<file path="src/rtl/hc_axil_reg_slice.sv">
// AXI-Lite register slice: one 2-entry skid buffer per channel so that valid,
// payload and ready on both sides come straight from flops.
// AW, W and AR flow s -> m; B and R flow m -> s.
module hc_axil_reg_slice #(
  parameter int unsigned ADDR_WIDTH = 32,
  parameter int unsigned DATA_WIDTH = 32
) (
  input  logic                    clk,
  input  logic                    rst_n,
  // Core-side (slave) port
  input  logic [ADDR_WIDTH-1:0]   s_awaddr,
  input  logic                    s_awvalid,
  output logic                    s_awready,
  input  logic [DATA_WIDTH-1:0]   s_wdata,
  input  logic [DATA_WIDTH/8-1:0] s_wstrb,
  input  logic                    s_wvalid,
  output logic                    s_wready,
  output logic [1:0]              s_bresp,
  output logic                    s_bvalid,
  input  logic                    s_bready,
  input  logic [ADDR_WIDTH-1:0]   s_araddr,
  input  logic                    s_arvalid,
  output logic                    s_arready,
  output logic [DATA_WIDTH-1:0]   s_rdata,
  output logic [1:0]              s_rresp,
  output logic                    s_rvalid,
  input  logic                    s_rready,
  // Bridge-side (master) port
  output logic [ADDR_WIDTH-1:0]   m_awaddr,
  output logic                    m_awvalid,
  input  logic                    m_awready,
  output logic [DATA_WIDTH-1:0]   m_wdata,
  output logic [DATA_WIDTH/8-1:0] m_wstrb,
  output logic                    m_wvalid,
  input  logic                    m_wready,
  input  logic [1:0]              m_bresp,
  input  logic                    m_bvalid,
  output logic                    m_bready,
  output logic [ADDR_WIDTH-1:0]   m_araddr,
  output logic                    m_arvalid,
  input  logic                    m_arready,
  input  logic [DATA_WIDTH-1:0]   m_rdata,
  input  logic [1:0]              m_rresp,
  input  logic                    m_rvalid,
  output logic                    m_rready
);

  localparam int unsigned StrbWidth = DATA_WIDTH / 8;

  // Channel index: 0 = AW, 1 = W, 2 = B, 3 = AR, 4 = R
  for (genvar g = 0; g < 5; g++) begin : g_ch
    localparam int unsigned PW = (g == 1) ? DATA_WIDTH + StrbWidth :
                                 (g == 2) ? 2 :
                                 (g == 4) ? DATA_WIDTH + 2 : ADDR_WIDTH;

    logic          in_valid;
    logic          out_ready;
    logic [PW-1:0] in_payload;
    logic          in_hs;
    logic          out_hs;
    logic          out_valid_q, out_valid_d;
    logic          skid_valid_q, skid_valid_d;
    logic          in_ready_q;
    logic [PW-1:0] out_payload_q, out_payload_d;
    logic [PW-1:0] skid_payload_q, skid_payload_d;

    assign in_hs  = in_valid & in_ready_q;
    assign out_hs = out_valid_q & out_ready;

    // Next-state for main and skid registers
    always_comb begin
      out_valid_d    = out_valid_q;
      out_payload_d  = out_payload_q;
      skid_valid_d   = skid_valid_q;
      skid_payload_d = skid_payload_q;
      if (out_hs && skid_valid_q) begin
        // in_ready is low while skid is full, so no input beat competes here
        out_payload_d = skid_payload_q;
        skid_valid_d  = 1'b0;
      end else if (in_hs && (!out_valid_q || out_ready)) begin
        out_payload_d = in_payload;
        out_valid_d   = 1'b1;
      end else if (in_hs) begin
        skid_payload_d = in_payload;
        skid_valid_d   = 1'b1;
      end else if (out_hs) begin
        out_valid_d = 1'b0;
      end
    end

    // State registers; in_ready mirrors "skid empty" one cycle after reset release
    always_ff @(posedge clk) begin
      if (!rst_n) begin
        out_valid_q    <= 1'b0;
        out_payload_q  <= '0;
        skid_valid_q   <= 1'b0;
        skid_payload_q <= '0;
        in_ready_q     <= 1'b0;
      end else begin
        out_valid_q    <= out_valid_d;
        out_payload_q  <= out_payload_d;
        skid_valid_q   <= skid_valid_d;
        skid_payload_q <= skid_payload_d;
        in_ready_q     <= ~skid_valid_d;
      end
    end

    if (g == 0) begin : g_aw
      assign in_valid   = s_awvalid;
      assign in_payload = s_awaddr;
      assign out_ready  = m_awready;
      assign s_awready  = in_ready_q;
      assign m_awvalid  = out_valid_q;
      assign m_awaddr   = out_payload_q;
    end else if (g == 1) begin : g_w
      assign in_valid            = s_wvalid;
      assign in_payload          = {s_wdata, s_wstrb};
      assign out_ready           = m_wready;
      assign s_wready            = in_ready_q;
      assign m_wvalid            = out_valid_q;
      assign {m_wdata, m_wstrb}  = out_payload_q;
    end else if (g == 2) begin : g_b
      assign in_valid   = m_bvalid;
      assign in_payload = m_bresp;
      assign out_ready  = s_bready;
      assign m_bready   = in_ready_q;
      assign s_bvalid   = out_valid_q;
      assign s_bresp    = out_payload_q;
    end else if (g == 3) begin : g_ar
      assign in_valid   = s_arvalid;
      assign in_payload = s_araddr;
      assign out_ready  = m_arready;
      assign s_arready  = in_ready_q;
      assign m_arvalid  = out_valid_q;
      assign m_araddr   = out_payload_q;
    end else begin : g_r
      assign in_valid            = m_rvalid;
      assign in_payload          = {m_rdata, m_rresp};
      assign out_ready           = s_rready;
      assign m_rready            = in_ready_q;
      assign s_rvalid            = out_valid_q;
      assign {s_rdata, s_rresp}  = out_payload_q;
    end
  end

endmodule

</file>
<file path="config.mk">
export PLATFORM = sky130hd
export DESIGN_NAME = hc_axil_reg_slice
export DESIGN_NICKNAME = d
export VERILOG_FILES = /design/src/rtl/hc_axil_reg_slice.sv
export SDC_FILE = /design/constraint.sdc
export NUM_CORES = 1
export LEC_CHECK = 0
export ABC_AREA = 1
export BUFFER_PORTS_ARGS = -buffer_cell sky130_fd_sc_hd__clkbuf_2
export CAP_MARGIN = 5
export CORE_MARGIN = 5
export CORE_UTILIZATION = 40
export CTS_CLUSTER_SIZE = 16
export DETAILED_ROUTE_END_ITERATION = 6
export PLACE_DENSITY_LB_ADDON = 0.2
export SLEW_MARGIN = 20
export SYNTH_ARGS = -nofsm -noshare
export SYNTH_HDL_FRONTEND = slang
export SYNTH_SLANG_ARGS = --single-unit
</file>
<file path="constraint.sdc">
create_clock -name clk -period 2.72 [get_ports clk]
set_clock_uncertainty 0.1 [all_clocks]
set_input_delay 0.544 -clock clk [delete_from_list [all_inputs] [get_ports clk]]
set_output_delay 0.544 -clock clk [all_outputs]
set_load 0.01 [all_outputs]
</file>
==> impl_metrics.py, run 1 <==
metrics = {
    "power": {
        "seqPwrFrac_pct": 46.5,
        "pwr_density_cell_mw_per_mm2": 612,
        "combinationalPowerShare_pct": 11.3,
        "switching_share_pct": 25.6,
        "ir_drop_uv": 502,
        "finalPower_mw": 9.70,
        "clockPowerShare_pct": 42.2,
        "leakagePower_nw": 8.09,
        "switchingPower_mw": 2.48,
        "p_int_mw": 7.22,
    },
    "sta": {
        "maxSlewHeadroom_pct": 32.5,
        "rsz0062_at_grt": "false",
        "timing.fmax_ghz": 0.487,
        "setup-tns-final_ps": 0,
        "slew_violations": 0,
        "period_share_pct": 75.5,
        "setup_viol": 0,
        "tightest_slew_ps": 1010,
        "timing.final.hold_violations": 0,
        "layout_min_cycle_time_ps": 2050,
    },
    "detailed_routing": {
        "drt_wl_total_mm": 36.1,
        "drtIter0Drc": 909,
        "wl_per_cell_um": 12.9,
        "drtAntennaViolNets": 0,
        "viasPerCell": 4.51,
        "num_vias": 12700,
        "dr.pass1.iters": 5,
        "drc": 0,
    },
    "logic_synthesis": {
        "seq_area_frac_synth_pct": 43.9,
        "synth_simple_gate_area_share_pct": 38.2,
        "synthAdderAreaFrac_pct": 0,
        "synth-compound-area-share_pct": 5.64,
        "ys_seq_elements": 287,
        "ys_types": 17,
        "syn_area_per_cell_um2": 6.21,
        "synth_nets": 2254,
        "yosysWarningCount": 0,
        "synthXorXnorAreaFrac_pct": 0,
        "synthCells": 2106,
        "synth_top_family_by_area": "simple AND/OR/NAND/NOR gates",
        "synthesis.area_mm2": 0.0131,
        "synthMuxAreaShare_pct": 0,
    },
    "placement": {
        "portBuffers": 293,
        "hpwlAfterDp_mm": 23.8,
        "gp_congestion": 0.802,
    },
    "cells_and_area": {
        "area_growth_pct": 21.2,
        "fin_nets": 2487,
        "final_cell_mix": "nor2_1 (686), nand2_1 (426), clkbuf_2 (292), dfxtp_1 (287), inv_1 (278)",
        "final_common_cell": "nor2_1",
        "layout-drive-gt1-share_pct": 16.5,
    },
    "floorplan": {
        "io-pin-count": 294,
        "rows": 66,
        "die-area_mm2": 0.0364,
        "core-area_mm2": 0.0324,
        "start_util_pct": 40.4,
        "die_x_um": 191,
        "dieHeight_um": 191,
    },
    "global_route": {
        "grt_pass1_vias": 11800,
        "grt_usage_pct": 19.3,
        "overflow": 0,
        "antenna_found_initial": 4,
        "grt_pass1_wl_mm": 59.5,
        "grt_start_max_net_pins": 98,
    },
    "clocking": {
        "path_clk_slew_ps": 60,
        "cts_resized": 0,
        "cts_htree_levels": 1,
        "insertion_delay_ps": 550,
        "cts_buffers": 31,
        "post_cts_buffers": 0,
        "cts_buffer_depth": 3,
        "post_cts_hold_buffer_count": 0,
        "cts_num_sinks": 287,
        "cts_tree": "built",
        "cts_root_buf": "clkbuf_16",
    },
    "critical_path": {
        "critPathArrivalTime_ps": 2380,
        "r2r_slack_ps": 670,
        "critical_path_required_ps": 3050,
        "critPathKind": "flip-flop to flip-flop",
        "endpoint_kind": "flip-flop",
        "start_kind": "flip-flop",
        "cp_max_fo": 32,
    },
    "flow_run": {
        "maxCapViolCount": 0,
    },
    "min_path": {
        "holdCritPathClass": "input pin to flip-flop",
    },
    "outcome": {
        "status": "finished, final reports clean",
    },
}
==> flip-flops by register name (all words and copies together) (netlist names) <==
name	flops
s_rvalid	1
g_ch.skid_valid_q	5
g_ch.skid_payload_q	136
m_bready	1
m_arvalid	1
m_araddr	32
s_awready	1
s_arready	1
g_ch.out_payload_q	70
m_awaddr	32
s_wready	1
m_awvalid	1
m_rready	1
s_bresp	2
m_wvalid	1
s_bvalid	1
==> synth_stat cells, drive strengths merged <==
master | count | share of area (%)
dfxtp | 287 | 44
nand2 | 433 | 13
nand3 | 141 | 5.4
clkbuf | 39 | 1.1
and2 | 5 | 0.24
o21ai | 141 | 5.4
buf | 82 | 3.0
clkinv | 1 | 0.029
inv | 282 | 8.1
nor2 | 690 | 20
a31oi | 5 | 0.24
==> logic make-up (layout without fill, tap and decap cells) <==
| kind of cell | after synthesis | after routing |
|---|---|---|
| other | 0 | 1 |
| AO/OA/AOI/OAI | 146 | 146 |
| AND/OR/NAND/NOR | 1269 | 1269 |
| buffers and inverters | 404 | 661 |
| flip-flops | 287 | 287 |
==> metrics by stage <==
| step | instance area [um^2] | setup slack, ps | hold WS [ps] | cells | util (%) |
|---|---|---|---|---|---|
| after floorplan | 13100 | 1210 | 363 | 2106 | - |
| after global placement | 14800 | 588 | 376 | 2748 | 45.9 |
| after detailed placement | 14800 | 567 | 384 | 2748 | 45.9 |
| after CTS | 15800 | 796 | 107 | 2805 | 48.9 |
| after global routing | 15800 | 462 | 116 | 2805 | 48.9 |
| final | 15800 | 666 | 137 | 2806 | 49.0 |
==> cell type report <==
cell class              count  area [um^2]
flip-flops and latches    287         5750
fillers                  3408        16500
well taps                 442          553
diodes                      1         2.50
inverters                 283         1060
clock inverters            12         90.1
repair buffers            321         1730
multi-input cells        1415         5750
clock buffers              45          908
==> metal layers <==
metal  share of wire, %  up-vias  track usage, %
met1                 46     5532            26.1
met4                2.4        8            5.06
met3                7.0       66            4.36
met2                 45      321            31.4
li1                   -     6736               -
met5               0.15        -               0
==> power groups by stage <==
stage          Combinational, mW  Clock, mW  Sequential (mW)
2_1_floorplan              0.572          0             4.66
3_3_place_gp                1.09          0             4.60
3_5_place_dp                1.10          0             4.61
4_1_cts                     1.11       4.22             4.52
5_1_grt                     1.25       4.43             4.54
6_report                    1.09       4.09             4.51
==> worst max-delay path, stage by stage (launching register included) <==
cell	delay (ps)
dfxtp_1	350
nand2_1	150
nor2_4	140
clkinv_1	780
nor2_1	350
nor2_1	70
==> worst paths after layout <==
check,from,to,depth (start not counted)
worst min register to register,g_ch[4].skid_payload_q[6]$_SDFFE_PN0P_,g_ch[4].skid_payload_q[6]$_SDFFE_PN0P_,2
worst min-delay path,s_araddr[11],g_ch[3].skid_payload_q[11]$_SDFFE_PN0P_,3
worst max register to register,s_awready$_SDFF_PN0_,g_ch[0].skid_payload_q[16]$_SDFFE_PN0P_,5
worst max-delay path,s_awready$_SDFF_PN0_,g_ch[0].skid_payload_q[16]$_SDFFE_PN0P_,5
Note: power is estimated with default switching activity, not from simulation.
==> inputs of run 2 (changes only) <==
==> constraint.sdc (replaced) <==
create_clock -name clk -period 1.8 [get_ports clk]
set_clock_uncertainty 0.1 [all_clocks]
set_input_delay 0.36 -clock clk [delete_from_list [all_inputs] [get_ports clk]]
set_output_delay 0.36 -clock clk [all_outputs]
set_load 0.01 [all_outputs]
==> run 2 against run 1 <==
Compared with the run above: sequential power is 51% higher; highest routed layer is now met4; critical endpoint is now s_rvalid; worst setup slack worse by 490 ps; count of clock-buffer cells in the layout rose by 7; first-iteration DRC count increased by 12%; critical path type is now flip-flop to output pin; largest power group unchanged; sequential share of layout area shrank 3.2 points; total power grew 53%; global-route usage up 0.77 points; clock power increased by 49%.
==> impl_metrics.py, run 2 (synthesized netlist as in run 1, its figures left out) <==
metrics = {
    "cells_and_area": {
        "final_cell_mix": "nor2_1 (686), nand2_1 (426), clkbuf_2 (292), dfxtp_1 (287), inv_1 (280)",
        "fin_nets": 2640,
        "largest_register_ffs": 136,
        "regArea_mm2": 0.00575,
        "top_regs": "g_ch.skid_payload_q (136), g_ch.out_payload_q (70)",
        "final_common_cell": "nor2_1",
        "final_area_mm2": 0.0174,
        "nFillCells": 3179,
        "multi_input_area_mm2": 0.00575,
        "top_register": "g_ch.skid_payload_q",
        "area_growth_pct": 33.0,
        "layout-drive-gt1-share_pct": 15.7,
    },
    "sta": {
        "layout_min_cycle_time_ps": 1630,
        "setup_viol": 0,
        "tightest_slew_ps": 668,
        "maxSlewHeadroom_pct": 55.4,
        "rsz0062_at_grt": "false",
        "setup-tns-final_ps": 0,
        "timing.final.ws_setup_ps": 172,
        "timing.fmax_ghz": 0.614,
        "timing.final.hold_violations": 0,
        "period_share_pct": 90.5,
        "slew_violations": 0,
    },
    "global_route": {
        "grt_start_max_net_pins": 96,
        "grt_pass1_wl_mm": 62.3,
        "grt_pass1_vias": 12800,
        "grt_usage_pct": 20.1,
        "overflow": 0,
        "antenna_found_initial": 1,
    },
    "clocking": {
        "cts_buffers": 31,
        "cts_buffer_depth": 3,
        "cts_tree": "built",
        "cts_root_buf": "clkbuf_16",
        "cts_htree_levels": 1,
        "path_clk_slew_ps": 60,
        "cts_resized": 0,
        "insertion_delay_ps": 550,
        "cts_num_sinks": 287,
    },
    "detailed_routing": {
        "drt_wl_total_mm": 37.8,
        "wl_per_cell_um": 12.8,
        "drc": 0,
        "top_layer": "met4",
        "m1WireLength_mm": 17.1,
        "viasPerCell": 4.49,
        "num_vias": 13300,
        "wl_met3_mm": 2.42,
        "met2WireLength_mm": 17.3,
        "drtAntennaViolNets": 0,
        "drtIter0Drc": 1014,
        "dr.pass1.iters": 5,
    },
    "floorplan": {
        "dieHeight_um": 191,
        "io-pin-count": 294,
        "die_x_um": 191,
        "rows": 66,
        "core-area_mm2": 0.0324,
        "start_util_pct": 40.4,
        "die-area_mm2": 0.0364,
    },
    "critical_path": {
        "start_kind": "flip-flop",
        "cp.depth": 1,
        "crit_start": "s_rvalid$_SDFFE_PN0P_",
        "crit_end": "s_rvalid",
        "path_buf_inv": 1,
        "endpoint_kind": "output pin",
        "crit_chain": "clkbuf_2",
        "critPathTopFamily": "flip-flops",
        "critPathArrivalTime_ps": 1170,
        "critPathKind": "flip-flop to output pin",
        "cp_max_fo": 4,
        "crit_slowest_cell": "dfxtp_1",
        "rr_worst_depth": 5,
        "timing.rr.end": "g_ch[1].skid_payload_q[3]$_SDFFE_PN0P_",
        "reg2reg_from": "m_wvalid$_SDFFE_PN0P_",
        "r2r_slack_ps": 270,
        "critPathMaxStageDelay_ps": 430,
        "critical_path_required_ps": 1340,
    },
    "placement": {
        "portBuffers": 293,
        "hpwlAfterDp_mm": 24.3,
        "gp_congestion": 0.807,
        "place_area_mm2": 0.0151,
        "dpl_worst_slack_ps": 153,
    },
    "flow_run": {
        "maxCapViolCount": 0,
    },
    "power": {
        "ir_drop_uv": 650,
        "leakagePower_nw": 8.75,
        "pwr_density_cell_mw_per_mm2": 855,
    },
    "outcome": {
        "status": "finished, final reports clean",
    },
    "min_path": {
        "whs_path_depth": 3,
        "holdCritPathClass": "input pin to flip-flop",
    },
}
run 2: cell count changes in the layout (fill, tap and decap cells not counted), sizes merged:
cell / delta
dlygate4sd3: +137
clkinvlp: -2
buf: +16
clkinv: -10
clkbuf: +7
inv: +2
run 2: layer usage:
metal	global-route usage [%]	vias up
met5	0	-
met4	5.58	0
met3	3.77	70
met2	34.2	361
met1	26.2	5805
li1	-	7047
run 2: what timing repair did:
item,in CTS,in global routing
hold buffers,137,0
setup endpoints to repair,0,0
buffers inserted,0,0
endpoints found under the hold margin,137,0
run 2: cell type report:
class	instances	share of cell area, %
tap	442	3.18
inverter	283	6.11
clock buffer	52	5.32
multi-input combinational	1415	33.1
antenna	1	0.0144
clock inverter	2	0.201
timing repair buffer	474	19.0
sequential	287	33.0
run 2: through the flow:
step | utilization, % | hold WS (ps) | cells | total power, mW
after global placement | 46.5 | 376 | 2764 | 8.64
final | 53.7 | 48.9 | 2956 | 14.9
after floorplan | - | 363 | 2106 | 7.90
after CTS | 53.7 | 23.3 | 2955 | 15.1
after detailed placement | 46.5 | 383 | 2764 | 8.66
after global routing | 53.7 | 49.5 | 2956 | 15.6
run 2: power by group:
| part | total (mW) | switching, mW | internal [mW] | leakage [nW] |
|---|---|---|---|---|
| Clock | 6.10 | 2.52 | 3.59 | 0.467 |
| Combinational | 1.93 | 1.07 | 0.860 | 5.94 |
| Sequential | 6.82 | 0.173 | 6.65 | 2.34 |
run 2: how the worst min path moves through the flow:
stage	start	endpoint	slack, ps
finish	rst_n	g_ch[1].out_payload_q[18]$_SDFFE_PN0P_	50
CTS	rst_n	g_ch[1].out_payload_q[18]$_SDFFE_PN0P_	20
detailed placement	g_ch[0].skid_payload_q[16]$_SDFFE_PN0P_	g_ch[0].skid_payload_q[16]$_SDFFE_PN0P_	380
global route	rst_n	g_ch[1].out_payload_q[24]$_SDFFE_PN0P_	50
floorplan	g_ch[1].skid_payload_q[35]$_SDFFE_PN0P_	g_ch[1].skid_payload_q[35]$_SDFFE_PN0P_	360
global placement	g_ch[0].skid_payload_q[28]$_SDFFE_PN0P_	g_ch[0].skid_payload_q[28]$_SDFFE_PN0P_	380
